[config.mk]
export PLATFORM = sky130hd
export DESIGN_NAME = lcd_bus_driver
export DESIGN_NICKNAME = d
export VERILOG_FILES = /design/src/rtl/lcd_pkg.sv /design/src/rtl/lcd_phase_timer.sv /design/src/rtl/lcd_bus_driver.sv
export SDC_FILE = /design/constraint.sdc
export NUM_CORES = 1
export LEC_CHECK = 0
export BUFFER_PORTS_ARGS = -buffer_cell sky130_fd_sc_hd__buf_2
export CAP_MARGIN = 40
export CORE_ASPECT_RATIO = 1.75
export CORE_MARGIN = 4
export CORE_UTILIZATION = 30
export CTS_CLUSTER_SIZE = 12
export DETAILED_ROUTE_END_ITERATION = 6
export PLACE_DENSITY = 0.6
export SYNTH_ARGS = -nofsm -noshare
export SYNTH_HDL_FRONTEND = slang
export SYNTH_SLANG_ARGS = --single-unit
[constraint.sdc]
create_clock -name iCLK -period 2.45 [get_ports iCLK]
set_input_delay 0.3675 -clock iCLK [delete_from_list [all_inputs] [get_ports iCLK]]
set_output_delay 0.3675 -clock iCLK [all_outputs]
set_load 0.03 [all_outputs]
[src/rtl/lcd_pkg.sv]
// Shared types, default timing and command constants for the LCD bus driver.
package lcd_pkg;

  typedef enum logic [2:0] {
    IDLE,
    SETUP,
    PULSE,
    HOLD,
    EXEC,
    DONE
  } lcd_state_t;

  // Default bus timing, in system clock cycles.
  localparam int DEF_T_AS        = 2;
  localparam int DEF_T_PW        = 16;
  localparam int DEF_T_H         = 2;
  localparam int DEF_T_EXEC      = 2000;
  localparam int DEF_T_EXEC_LONG = 82000;
  localparam int DEF_CNT_W       = 18;

  // HD44780 command bytes of interest.
  localparam logic [7:0] CMD_CLEAR    = 8'h01;
  localparam logic [7:0] CMD_HOME     = 8'h02;
  localparam logic [7:0] CMD_HOME_ALT = 8'h03;
  localparam logic [7:0] CMD_LINE2    = 8'hC0;

  // Clear and return-home commands need the long execution wait.
  function automatic logic is_long_cmd(input logic rs, input logic [7:0] data);
    return !rs && (data == CMD_CLEAR || data == CMD_HOME || data == CMD_HOME_ALT);
  endfunction

endpackage

[src/rtl/lcd_phase_timer.sv]
// Loadable down-counter timing every bus phase; holds at zero once expired.
module lcd_phase_timer #(
  parameter int CNT_W = 18
) (
  input  logic             clk,
  input  logic             rst_n,
  input  logic             load,
  input  logic [CNT_W-1:0] value,
  output logic             zero
);

  logic [CNT_W-1:0] cnt;

  // Load wins over counting; the count stops at zero rather than wrapping.
  always_ff @(posedge clk or negedge rst_n) begin
    if (!rst_n) begin
      cnt <= '0;
    end else if (load) begin
      cnt <= value;
    end else if (cnt != '0) begin
      cnt <= cnt - 1'b1;
    end
  end

  assign zero = (cnt == '0);

endmodule

[src/rtl/lcd_bus_driver.sv]
// HD44780-style write-only bus driver: one byte per start edge, with setup,
// enable-pulse, hold and controller execution timing handled here.
module lcd_bus_driver
  import lcd_pkg::*;
#(
  parameter int T_AS        = DEF_T_AS,
  parameter int T_PW        = DEF_T_PW,
  parameter int T_H         = DEF_T_H,
  parameter int T_EXEC      = DEF_T_EXEC,
  parameter int T_EXEC_LONG = DEF_T_EXEC_LONG,
  parameter int CNT_W       = DEF_CNT_W
) (
  input  logic       iCLK,
  input  logic       iRST_N,
  input  logic [7:0] iDATA,
  input  logic       iRS,
  input  logic       iStart,
  output logic       oDone,
  output logic       oBusy,
  output logic [7:0] LCD_DATA,
  output logic       LCD_RW,
  output logic       LCD_EN,
  output logic       LCD_RS
);

  lcd_state_t       state, next_state;
  logic             start_q;
  logic             accept;
  logic             tmr_load;
  logic [CNT_W-1:0] tmr_val;
  logic             tmr_zero;
  logic [CNT_W-1:0] exec_val;

  // Wait length chosen from the byte already latched onto the bus.
  assign exec_val = is_long_cmd(LCD_RS, LCD_DATA) ? CNT_W'(T_EXEC_LONG - 1)
                                                  : CNT_W'(T_EXEC - 1);

  lcd_phase_timer #(
    .CNT_W(CNT_W)
  ) u_timer (
    .clk  (iCLK),
    .rst_n(iRST_N),
    .load (tmr_load),
    .value(tmr_val),
    .zero (tmr_zero)
  );

  // State register plus previous iStart sample for edge detection.
  always_ff @(posedge iCLK or negedge iRST_N) begin
    if (!iRST_N) begin
      state   <= IDLE;
      start_q <= 1'b0;
    end else begin
      state   <= next_state;
      start_q <= iStart;
    end
  end

  // Phase sequencing; each phase ends when the shared timer hits zero.
  always_comb begin
    next_state = state;
    accept     = 1'b0;
    tmr_load   = 1'b0;
    tmr_val    = '0;
    case (state)
      IDLE: begin
        if (iStart && !start_q) begin
          accept     = 1'b1;
          tmr_load   = 1'b1;
          tmr_val    = CNT_W'(T_AS - 1);
          next_state = SETUP;
        end
      end
      SETUP: begin
        if (tmr_zero) begin
          tmr_load   = 1'b1;
          tmr_val    = CNT_W'(T_PW - 1);
          next_state = PULSE;
        end
      end
      PULSE: begin
        if (tmr_zero) begin
          tmr_load   = 1'b1;
          tmr_val    = CNT_W'(T_H - 1);
          next_state = HOLD;
        end
      end
      HOLD: begin
        if (tmr_zero) begin
          tmr_load   = 1'b1;
          tmr_val    = exec_val;
          next_state = EXEC;
        end
      end
      EXEC: begin
        if (tmr_zero) next_state = DONE;
      end
      DONE: next_state = IDLE;
      default: next_state = IDLE;
    endcase
  end

  // Bus data and register select change only when a transfer is accepted.
  always_ff @(posedge iCLK or negedge iRST_N) begin
    if (!iRST_N) begin
      LCD_DATA <= 8'h00;
      LCD_RS   <= 1'b0;
    end else if (accept) begin
      LCD_DATA <= iDATA;
      LCD_RS   <= iRS;
    end
  end

  // Strobes decoded straight from the registered state, so reset clears them at once.
  assign LCD_EN = (state == PULSE);
  assign oBusy  = (state != IDLE);
  assign oDone  = (state == DONE);
  assign LCD_RW = 1'b0;

endmodule
==> reports/results.tsv <==
stage	metric	value	unit
place	hpwl	2850	um
global_routing	antenna_found_initial	0	
worst_setup_path	r2r-start	u_timer.cnt[8]	
drt	drc	0	
clock_tree	htreeDepth	2	
place	gp_congestion	0.846	
synth	yosysWarnings	0	
synth	synthSimpleGateAreaFrac	24.9	%
drt	drt-wirelength-per-cell	15.4	um
synth	synth_edf_count	0	
clock_tree	numCtsBuffers	5	
floorplan	num_rows	34	
timing	rsz0062_at_grt	no	
worst_setup_path	r2r-end	u_timer.cnt[15]	
layout	antenna_cells	0	
synth	synth-seq-area-share	49.9	%
worst_setup_path	crit_top_cell	or4_4	
global_routing	grt_max_degree	32	
power	ir_drop	0.000725	V
floorplan	initial_core_util	31.0	%
layout	drive_gt1_share	30.3	%
floorplan	die_area	6450	um^2
floorplan	die_y	103	um
layout	n_fill_cell	524	
clock_tree	cts_root_buffer	clkbuf_8	
worst_setup_path	crit_buf_inv	0	
global_routing	grt_usage	12.5	%
timing	drv_slew	0	
job	cap_viol_max_count	0	
global_routing	grt_pass1_vias	1360	
timing	hold_viol	0	
synth	synth.avg_cell_area	10.0	um^2
clock_tree	cts_hold_buf	0	
worst_setup_path	crit_path_end_kind	flop	
worst_setup_path	crit_type	reg -> reg	
timing	min_period_over_period	94.9	%
worst_setup_path	cp_num_cells	5	
synth	synth-xor-area-share	5.63	%
clock_tree	cts_sinks	31	
timing	timing.final.ws_setup	0.125	ns
drt	drt_pre_antenna_iters	4	
synth	synthAdderAreaFrac	0.805	%
worst_setup_path	max_stage_delay	0.59	ns
timing	max_freq	0.430	GHz
synth	syn_inst	155	
place	port_buffers	23	
clock_tree	cts_tree	built	
worst_setup_path	cpMaxStageDelayCell	or4_4	
floorplan	die_w	62.4	um
floorplan	num_io_pins	25	
synth	synth_top_family_by_area	simple AND/OR/NAND/NOR gates	
worst_setup_path	cp-start-kind	flop	
drt	drtIter0Drc	22	
synth	syn_area	1560	um^2
worst_setup_path	r2r_slack	0.13	ns
worst_setup_path	critPathMaxFanout	5	
drt	final_antenna_net_count	0	
layout	final_common_cell	dfrtp_1	
worst_setup_path	worstPathRequired	2.61	ns
worst_setup_path	crit_start	u_timer.cnt[8]	
worst_setup_path	crit_path_cell_trace	or4_4, or4_4, or4_1, mux2i_1, nor2_1	
layout	final_cell_mix	dfrtp_1 (31), buf_2 (23), nand2_1 (14)	
clock_tree	clockBufferDepth	2	
worst_setup_path	cpLargestDelayFamily	simple AND/OR/NAND/NOR gates	
synth	synth-seq-cells	31	
clock_tree	cts_resized	0	
synth	synth_cell_types	38	
clock_tree	path_clk_slew	0.06	ns
run_status	outcome	finished clean	
timing	skew	0.00420	ns
timing	finalSetupViolations	0	
power	powerDensity	1330	nW/um^2
worst_setup_path	reg2regPathDepth	5	
synth	async_reset_ff_share	100	%
synth	synth_flop_cell	dfrtp_1	
clock_tree	worstSkewPairLatency	0.27	ns
floorplan	core_area	5020	um^2
place	place_ws	0.154	ns
drt	via_per_inst	5.34	
timing	setup_tns	0	ns
synth	synthMuxAreaShare	7.16	%
timing	tightest_slew	0.695	ns
worst_setup_path	arrival	2.48	ns
worst_setup_path	cp-endpoint	u_timer.cnt[15]	
drt	totalWireLength	3730	um
worst_hold_path	hold_path_class	in -> async	
synth	synth_compound_area_share	9.41	%
clock_tree	cts_setup_buffers	0	
power	leakagePower	0.856	nW
global_routing	gr-total-overflow	0	
layout	fin_nets	202	
layout	synthToLayoutAreaGrowth	20.4	%
global_routing	grt_pass1_wl	6280	um
timing	relSlewSlack	53.7	%
synth	syn-num-nets	168	
power	power	2.50	mW
drt	vias	1292	
timing	period_minus_slack	2.32	ns
[synth_stat cells, types with 2 or more instances]
cell type | count | area, um^2
nand2_1 | 14 | 52.6
nor2_1 | 13 | 48.8
nor3b_1 | 2 | 15.0
o21ai_0 | 10 | 50.1
mux2_2 | 9 | 101
a21oi_1 | 9 | 45.0
clkbuf_1 | 3 | 11.3
a21o_1 | 2 | 15.0
inv_1 | 2 | 7.51
nand2b_1 | 2 | 12.5
nor4_1 | 8 | 50.1
or4_1 | 4 | 30.0
xor2_1 | 3 | 26.3
nor3_1 | 4 | 20.0
xnor2_1 | 7 | 61.3
or2_2 | 3 | 18.8
or4_4 | 2 | 22.5
o31ai_1 | 2 | 15.0
or3_1 | 5 | 31.3
dfrtp_1 | 31 | 776
nand3_1 | 3 | 15.0
[routing by layer]
metal	share of wire, %	vias to the layer above	track usage (%)	routed length, um
li1	-	617	-	-
met1	37	625	12.2	1370
met2	56	35	24.3	2080
met3	3.4	15	1.73	126
met4	4.4	0	8.50	164
met5	0	-	0	0
[area by class of cell]
type                    instances  area (um^2)  share of cell area (%)
flip-flops and latches         31          776                    41.4
multi-input cells             117          766                    40.9
repair buffers                 32          183                    9.76
clock buffers                   6         72.6                    3.88
well taps                      54         67.6                    3.61
inverters                       2         7.51                   0.401
[sequential cells by signal, summed over array words and instances, names as in the netlist]
signal       flops
u_timer.cnt     18
LCD_DATA         8
state            3
LCD_RS           1
start_q          1
[cells by family after synthesis]
kind of cell,after synthesis
AOI/OAI and AO/OA,26
xor gates and xnor gates,10
adders and majority gates,1
buffers and inverters,7
DFF,31
muxes,10
other,1
and+or+nand+nor,69
[report_power, final]
part	internal [mW]	leakage, nW	switching [mW]
registers	0.722	0.394	0.213
logic	0.500	0.424	0.704
clock network	0.189	0.0371	0.168
[stage by stage]
step	util, %	cell area (um^2)	hold slack (ns)	std cells
2_1_floorplan	-	1560	0.0719	155
3_3_place_gp	35.6	1790	0.467	236
3_5_place_dp	35.6	1790	0.461	236
4_1_cts	37.0	1860	0.166	242
5_1_grt	37.3	1870	0.202	242
6_report	37.3	1870	0.137	242
[how the worst min path moves through the flow]
stage | end | cells past startpoint
2_1_floorplan | LCD_DATA[0] | 0
3_3_place_gp | u_timer.cnt[5] | 1
3_5_place_dp | u_timer.cnt[10] | 1
4_1_cts | u_timer.cnt[3] | 1
5_1_grt | LCD_DATA[2] | 1
6_report | u_timer.cnt[10] | 1
No activity file was read; power rests on OpenSTA's default activity.
